==> src/rtl/arb_pkg.sv <==
// Shared types and helpers for the weighted round-robin arbiter.
package arb_pkg;

  typedef enum logic {
    ARB_FIXED = 1'b0,
    ARB_WRR   = 1'b1
  } arb_mode_e;

  // Upper bound on requester count supported by onehot_to_idx.
  localparam int unsigned MaxReq = 1024;

  // OR-reduction of the indices of set bits; exact for one-hot or zero input.
  function automatic int unsigned onehot_to_idx(input logic [MaxReq-1:0] onehot);
    int unsigned idx;
    idx = 0;
    for (int unsigned i = 0; i < MaxReq; i++) begin
      if (onehot[i]) idx = idx | i;
    end
    return idx;
  endfunction

endpackage

==> src/rtl/rr_priority_picker.sv <==
// Find-first-set over req_i starting at ptr_i, wrapping past N-1 back to 0.
module rr_priority_picker import arb_pkg::*; #(
  parameter int unsigned N  = 16,
  parameter int unsigned IW = $clog2(N)
) (
  input  logic [N-1:0]  req_i,
  input  logic [IW-1:0] ptr_i,
  output logic [N-1:0]  gnt_o,
  output logic [IW-1:0] idx_o,
  output logic          valid_o
);

  logic [N-1:0] upper_mask;
  logic [N-1:0] upper_req;
  logic [N-1:0] src;

  // Prefer requests at or above ptr; otherwise wrap to the lowest request overall.
  always_comb begin
    upper_mask = ~((N'(1) << ptr_i) - N'(1));
    upper_req  = req_i & upper_mask;
    src        = (|upper_req) ? upper_req : req_i;
    gnt_o      = src & (~src + N'(1));
    idx_o      = IW'(onehot_to_idx(MaxReq'(gnt_o)));
    valid_o    = |req_i;
  end

endmodule

==> src/rtl/weighted_rr_arbiter.sv <==
// N-way arbiter with runtime choice of fixed priority or weighted round-robin.
// Grant is combinational; the owner may hold the grant for weight+1 cycles.
module weighted_rr_arbiter import arb_pkg::*; #(
  parameter int unsigned N  = 16,
  parameter int unsigned W  = 4,
  parameter int unsigned IW = $clog2(N)
) (
  input  logic            clk,
  input  logic            reset,
  input  logic [N-1:0]    req_i,
  input  logic            mode_i,
  input  logic [N*W-1:0]  weight_i,
  output logic [N-1:0]    gnt_o,
  output logic            gnt_valid_o,
  output logic [IW-1:0]   gnt_idx_o
);

  arb_mode_e     mode;
  logic [IW-1:0] ptr_q, ptr_d;
  logic [IW-1:0] owner_q, owner_d;
  logic          owner_v_q, owner_v_d;
  logic [W-1:0]  cnt_q, cnt_d;
  logic [W-1:0]  owner_weight;
  logic          hold;

  logic [IW-1:0] pick_ptr;
  logic [N-1:0]  pick_gnt;
  logic [IW-1:0] pick_idx;
  logic          pick_valid;

  logic [N-1:0]  gnt;
  logic [IW-1:0] gnt_idx;
  logic          gnt_valid;

  assign mode         = arb_mode_e'(mode_i);
  // Live weight, so a reprogrammed weight affects an ongoing hold immediately.
  assign owner_weight = weight_i[owner_q*W +: W];
  assign hold         = (mode == ARB_WRR) && owner_v_q && req_i[owner_q] &&
                        (cnt_q < owner_weight);
  // Fixed priority is just a search anchored at bit 0.
  assign pick_ptr     = (mode == ARB_WRR) ? ptr_q : '0;

  rr_priority_picker #(
    .N  (N),
    .IW (IW)
  ) u_picker (
    .req_i   (req_i),
    .ptr_i   (pick_ptr),
    .gnt_o   (pick_gnt),
    .idx_o   (pick_idx),
    .valid_o (pick_valid)
  );

  // Select between holding the current owner and the pointer search.
  always_comb begin
    gnt       = pick_gnt;
    gnt_idx   = pick_idx;
    gnt_valid = pick_valid;
    if (hold) begin
      gnt       = N'(1) << owner_q;
      gnt_idx   = owner_q;
      gnt_valid = 1'b1;
    end
  end

  // Outputs are forced idle while reset is held.
  always_comb begin
    gnt_o       = reset ? '0   : gnt;
    gnt_valid_o = reset ? 1'b0 : gnt_valid;
    gnt_idx_o   = reset ? '0   : gnt_idx;
  end

  // Next-state: pointer advances past each grant; cnt tracks the owner's streak.
  always_comb begin
    ptr_d     = ptr_q;
    owner_d   = owner_q;
    owner_v_d = owner_v_q;
    cnt_d     = cnt_q;
    if (mode == ARB_FIXED || !gnt_valid) begin
      owner_v_d = 1'b0;
      cnt_d     = '0;
    end else begin
      ptr_d = (gnt_idx == IW'(N - 1)) ? '0 : gnt_idx + 1'b1;
      if (owner_v_q && (gnt_idx == owner_q)) begin
        // Saturate so an over-long streak never wraps back into the hold window.
        cnt_d = (cnt_q == '1) ? cnt_q : cnt_q + 1'b1;
      end else begin
        owner_d   = gnt_idx;
        owner_v_d = 1'b1;
        cnt_d     = '0;
      end
    end
  end

  // State registers with asynchronous clear.
  always_ff @(posedge clk or posedge reset) begin
    if (reset) begin
      ptr_q     <= '0;
      owner_q   <= '0;
      owner_v_q <= 1'b0;
      cnt_q     <= '0;
    end else begin
      ptr_q     <= ptr_d;
      owner_q   <= owner_d;
      owner_v_q <= owner_v_d;
      cnt_q     <= cnt_d;
    end
  end

endmodule
==> config.mk <==
export PLATFORM = sky130hd
export DESIGN_NAME = weighted_rr_arbiter
export DESIGN_NICKNAME = d
export VERILOG_FILES = /design/src/rtl/arb_pkg.sv /design/src/rtl/rr_priority_picker.sv /design/src/rtl/weighted_rr_arbiter.sv
export SDC_FILE = /design/constraint.sdc
export NUM_CORES = 1
export LEC_CHECK = 0
export BUFFER_PORTS_ARGS = -buffer_cell sky130_fd_sc_hd__buf_2
export CAP_MARGIN = 20
export CORE_ASPECT_RATIO = 0.7
export CORE_MARGIN = 8
export CORE_UTILIZATION = 46
export CTS_CLUSTER_SIZE = 14
export DETAILED_ROUTE_END_ITERATION = 16
export MAX_ROUTING_LAYER = met4
export PLACE_DENSITY = 0.78
export SLEW_MARGIN = 20
export SYNTH_ARGS = -nofsm -noshare
export SYNTH_HDL_FRONTEND = slang
export SYNTH_HIERARCHICAL = 1
export SYNTH_SLANG_ARGS = --single-unit
==> constraint.sdc <==
create_clock -name clk -period 4.5 [get_ports clk]
set_input_delay 0.225 -clock clk [delete_from_list [all_inputs] [get_ports clk]]
set_output_delay 0.225 -clock clk [all_outputs]
set_load 0.1 [all_outputs]
==> reports/qor.csv <==
stage,metric,value,unit
sta,Final min period,4514,ps
cts,Num CTS Buffers,3,
sta,worst setup margin,-14.26,ps
global_routing,pin count of the biggest net entering global routing,22,
synthesis,synthesized cell area,2855,um^2
floorplan,Placeable Area,6126,um^2
global_routing,number of antenna violations at the first check in global routing,0,
global_routing,Tot GR Track Use,27.42,%
global_routing,global-route wire length before repair,18630,um
final_layout,area delta synth->final,64.68,%
floorplan,overall die width,110.2,um
cts,Bufs on Longest Clock Path,2,
setup_path,category of the worst setup path capture point,output port,
setup_path,type of the worst setup path,reg -> out,
status,violated checks,negative setup slack,
placement,area of placed instances,4220,um^2
synthesis,leading register cell type out of synthesis,dfrtp_1,
synthesis,average instance area after synthesis,8.228,um^2
power_and_ir_drop,peak ir drop on the vdd network,0.5589,mV
status,outcome,"complete, but fails checks",
final_layout,utilization after layout,76.76,%
placement,routability congestion estimate,1.036,
setup_path,biggest fanout along the worst timing path,3,
power_and_ir_drop,LEAKAGE,1.972,nW
sta,number of setup violations in the final report,1,
final_layout,footprint of the flip-flops and latches,326.6,um^2
synthesis,post-synthesis register bit count,13,
power_and_ir_drop,power density cells,535.4,nW/um^2
routing,top routing layer in use,met4,
routing,via count of the routed design,3739,
floorplan,row cnt,24,
final_layout,area of the multi-input gates,2758,um^2
routing,met3 routed wirelength,1245,um
cts,maximum level of the CTS H-tree,1,
global_routing,gr ovfl total,0,
sta,max-slew violation total from the final report,0,
flow_run,max cap viols,0,
cts,count of hold-fix buffers inserted at cts,0,
sta,Hold Fails Final Rpt,0,
cts,Clock Sink Count,13,
synthesis,Synthesis Warnings,6,
routing,Pre-antenna DRT Iters,5,
sta,setup TNS,-14.26,ps
sta,measured slew at the worst slew-check pin,852.9,ps
routing,number of nets with antenna violations after routing,0,
cts,TritonCTS clock tree,yes,
setup_path,endpoint required time on the critical path,4280,ps
routing,amount of wire on met2 after detailed routing,6052,um
synthesis,post-synth net total,436,
final_layout,summed area of non-filler cells in the final layout,4702,um^2
worst_hold_path,path class of the lowest-slack min-delay path,in -> reg,
routing,Routed wire per std cell,22.37,um
sta,peak clock frequency supported by timing,0.2215,GHz
sta,RSZ-0062 raised after global routing,yes,
synthesis,post-synthesis cell count,347,
setup_path,Critical Path AT,4290,ps
floorplan,number of ports placed on the die boundary,104,
sta,max_slew headroom,43.14,%
floorplan,Initial Utilization,46.61,%
final_layout,final net count,597,
cts,post-CTS clock slew at the launch and capture registers of the worst setup and hold paths,60,ps
setup_path,nature of the critical path startpoint,flip-flop,
floorplan,die span in y,81.92,um
global_routing,via count of the first global-routing pass,3405,
synthesis,post-synthesis async set-or-reset flop share,100.0,%
placement,IO buf count,103,
floorplan,DIE AREA,9024,um^2
routing,DRT Wirelength,13080,um
sta,final critical-path share of the clock period,100.3,%
placement,HPWL after detailed placement,9971,um
sta,Final Hold Slack,310.2,ps
synthesis,number of distinct library cell variants in the gate-level netlist after synthesis,63,
sta,largest clock skew in the final design,0.3986,ps
final_layout,share of cells above drive strength 1,56.21,%
synthesis,sequential-to-total area share from yosys stat,11.39,%
routing,vias per std cell,6.391,
routing,violation count after the first detailed-route iteration,430,
cts,cell at the root of the clock tree,clkbuf_8,
final_layout,Ant. Diodes,0,
final_layout,layout filler cell count,429,
routing,final routed DRC violation total,0,
routing,met1 routed wirelength after detailed routing,5355,um
synthesis,number of enable flip-flop cells after synthesis,0,
cts,clock latency reported for the late side of the worst-skew pair,260,ps
==> kinds of logic after synthesis <==
kind of cell	Yosys count	synth area share, %
and+or+nand+nor	142	26.60
buffers and inverters	39	7.625
AOI/OAI and AO/OA	96	24.93
DFF	13	11.39
xor gates and xnor gates	8	2.454
adders and majority gates	6	2.629
muxes	43	24.36
==> layer usage <==
layer | global-route usage (%) | up-vias
li1 | - | 1647
met4 | 4.768 | 0
met2 | 40.16 | 233
met1 | 39.33 | 1813
met3 | 4.075 | 46
met5 | - | -
==> cells in the mapped netlist (all sizes together), types with 8 or more instances <==
cell type	count	area, um^2
a211oi	8	72.57
a21oi	30	150.1
and2	9	56.30
buf	17	132.6
dfrtp	13	325.3
inv	16	62.56
mux2	12	135.1
mux2i	11	110.1
mux4	20	450.4
nand2	38	145.1
nand2b	8	50.05
nand3	10	50.05
nor2	28	112.6
o21ai	17	85.08
or3	14	87.58
==> metrics by stage <==
stage / power [mW] / std cells / worst slack [ps]
after floorplan: 1.461 / 347 / -149.0
after global placement: 1.984 / 555 / 34.43
after detailed placement: 2.037 / 555 / -196.0
after CTS: 2.233 / 569 / 24.55
after global routing: 2.625 / 585 / -91.22
final: 2.517 / 585 / -14.26
==> worst max-delay path, stage by stage (launching register included) <==
cell       delay [ps]
dfrtp_1           370
and2_4            180
inv_4              60
nand2_2            50
nor2_1             90
nand2_1           100
ha_4              260
and2_4            170
a2111oi_4         190
o2111ai_2         220
buf_4             200
nor2_4            150
a31oi_4           110
nor3b_4           170
a311o_1           340
or4_4             600
mux2_4            320
buf_6             120
and2_4            150
buf_12            160
==> state kept, by name, summed over array words and instances, names as in the netlist <==
name       count
cnt_q          4
owner_q        4
ptr_q          4
owner_v_q      1
==> timing repair <==
action | in CTS | in global routing
setup endpoints to repair | 20 | 26
setup buffers | 10 | 16
endpoints found under the hold margin | 0 | 0
pin swaps | 11 | 19
gates resized for setup | 9 | 37
==> placed cells by master (no fill, tap or decap), drive strengths merged, types with 11 or more instances in the layout <==
cell type  instances
dfrtp             13
mux2              12
o21ai             17
or3               14
inv               16
a21oi             30
buf              179
nand2             38
mux2i             11
nor2              28
mux4              20
==> report_power, final <==
group          internal (mW)  total, mW  switching [mW]
logic                   1.00       2.18            1.18
registers              0.154      0.223          0.0693
clock network         0.0616      0.113          0.0517
==> final timing paths <==
| path | slack, ps | depth (start not counted) | startpoint | endpoint |
|---|---|---|---|---|
| hold reg to reg | 520 | 1 | ptr_q[0] | ptr_q[0] |
| max in group asynchronous | 3690 | 2 | reset | owner_q[0] |
| min in group asynchronous | 420 | 2 | reset | owner_q[3] |
| hold / removal | 310 | 3 | mode_i | ptr_q[3] |
| setup / recovery | -10 | 19 | ptr_q[3] | gnt_idx_o[0] |
| setup reg to reg | 40 | 20 | ptr_q[3] | owner_q[0] |
==> final cells by class <==
class	instances	area share, %
Timing Repair Buffer	179	29.96
Inverter	16	1.384
Sequential cell	13	6.945
Tap cell	78	2.076
Clock inverter	1	0.1064
Multi-Input combinational cell	295	58.65
Clock buffer	3	0.8781
No activity file was read; power rests on OpenSTA's default activity.
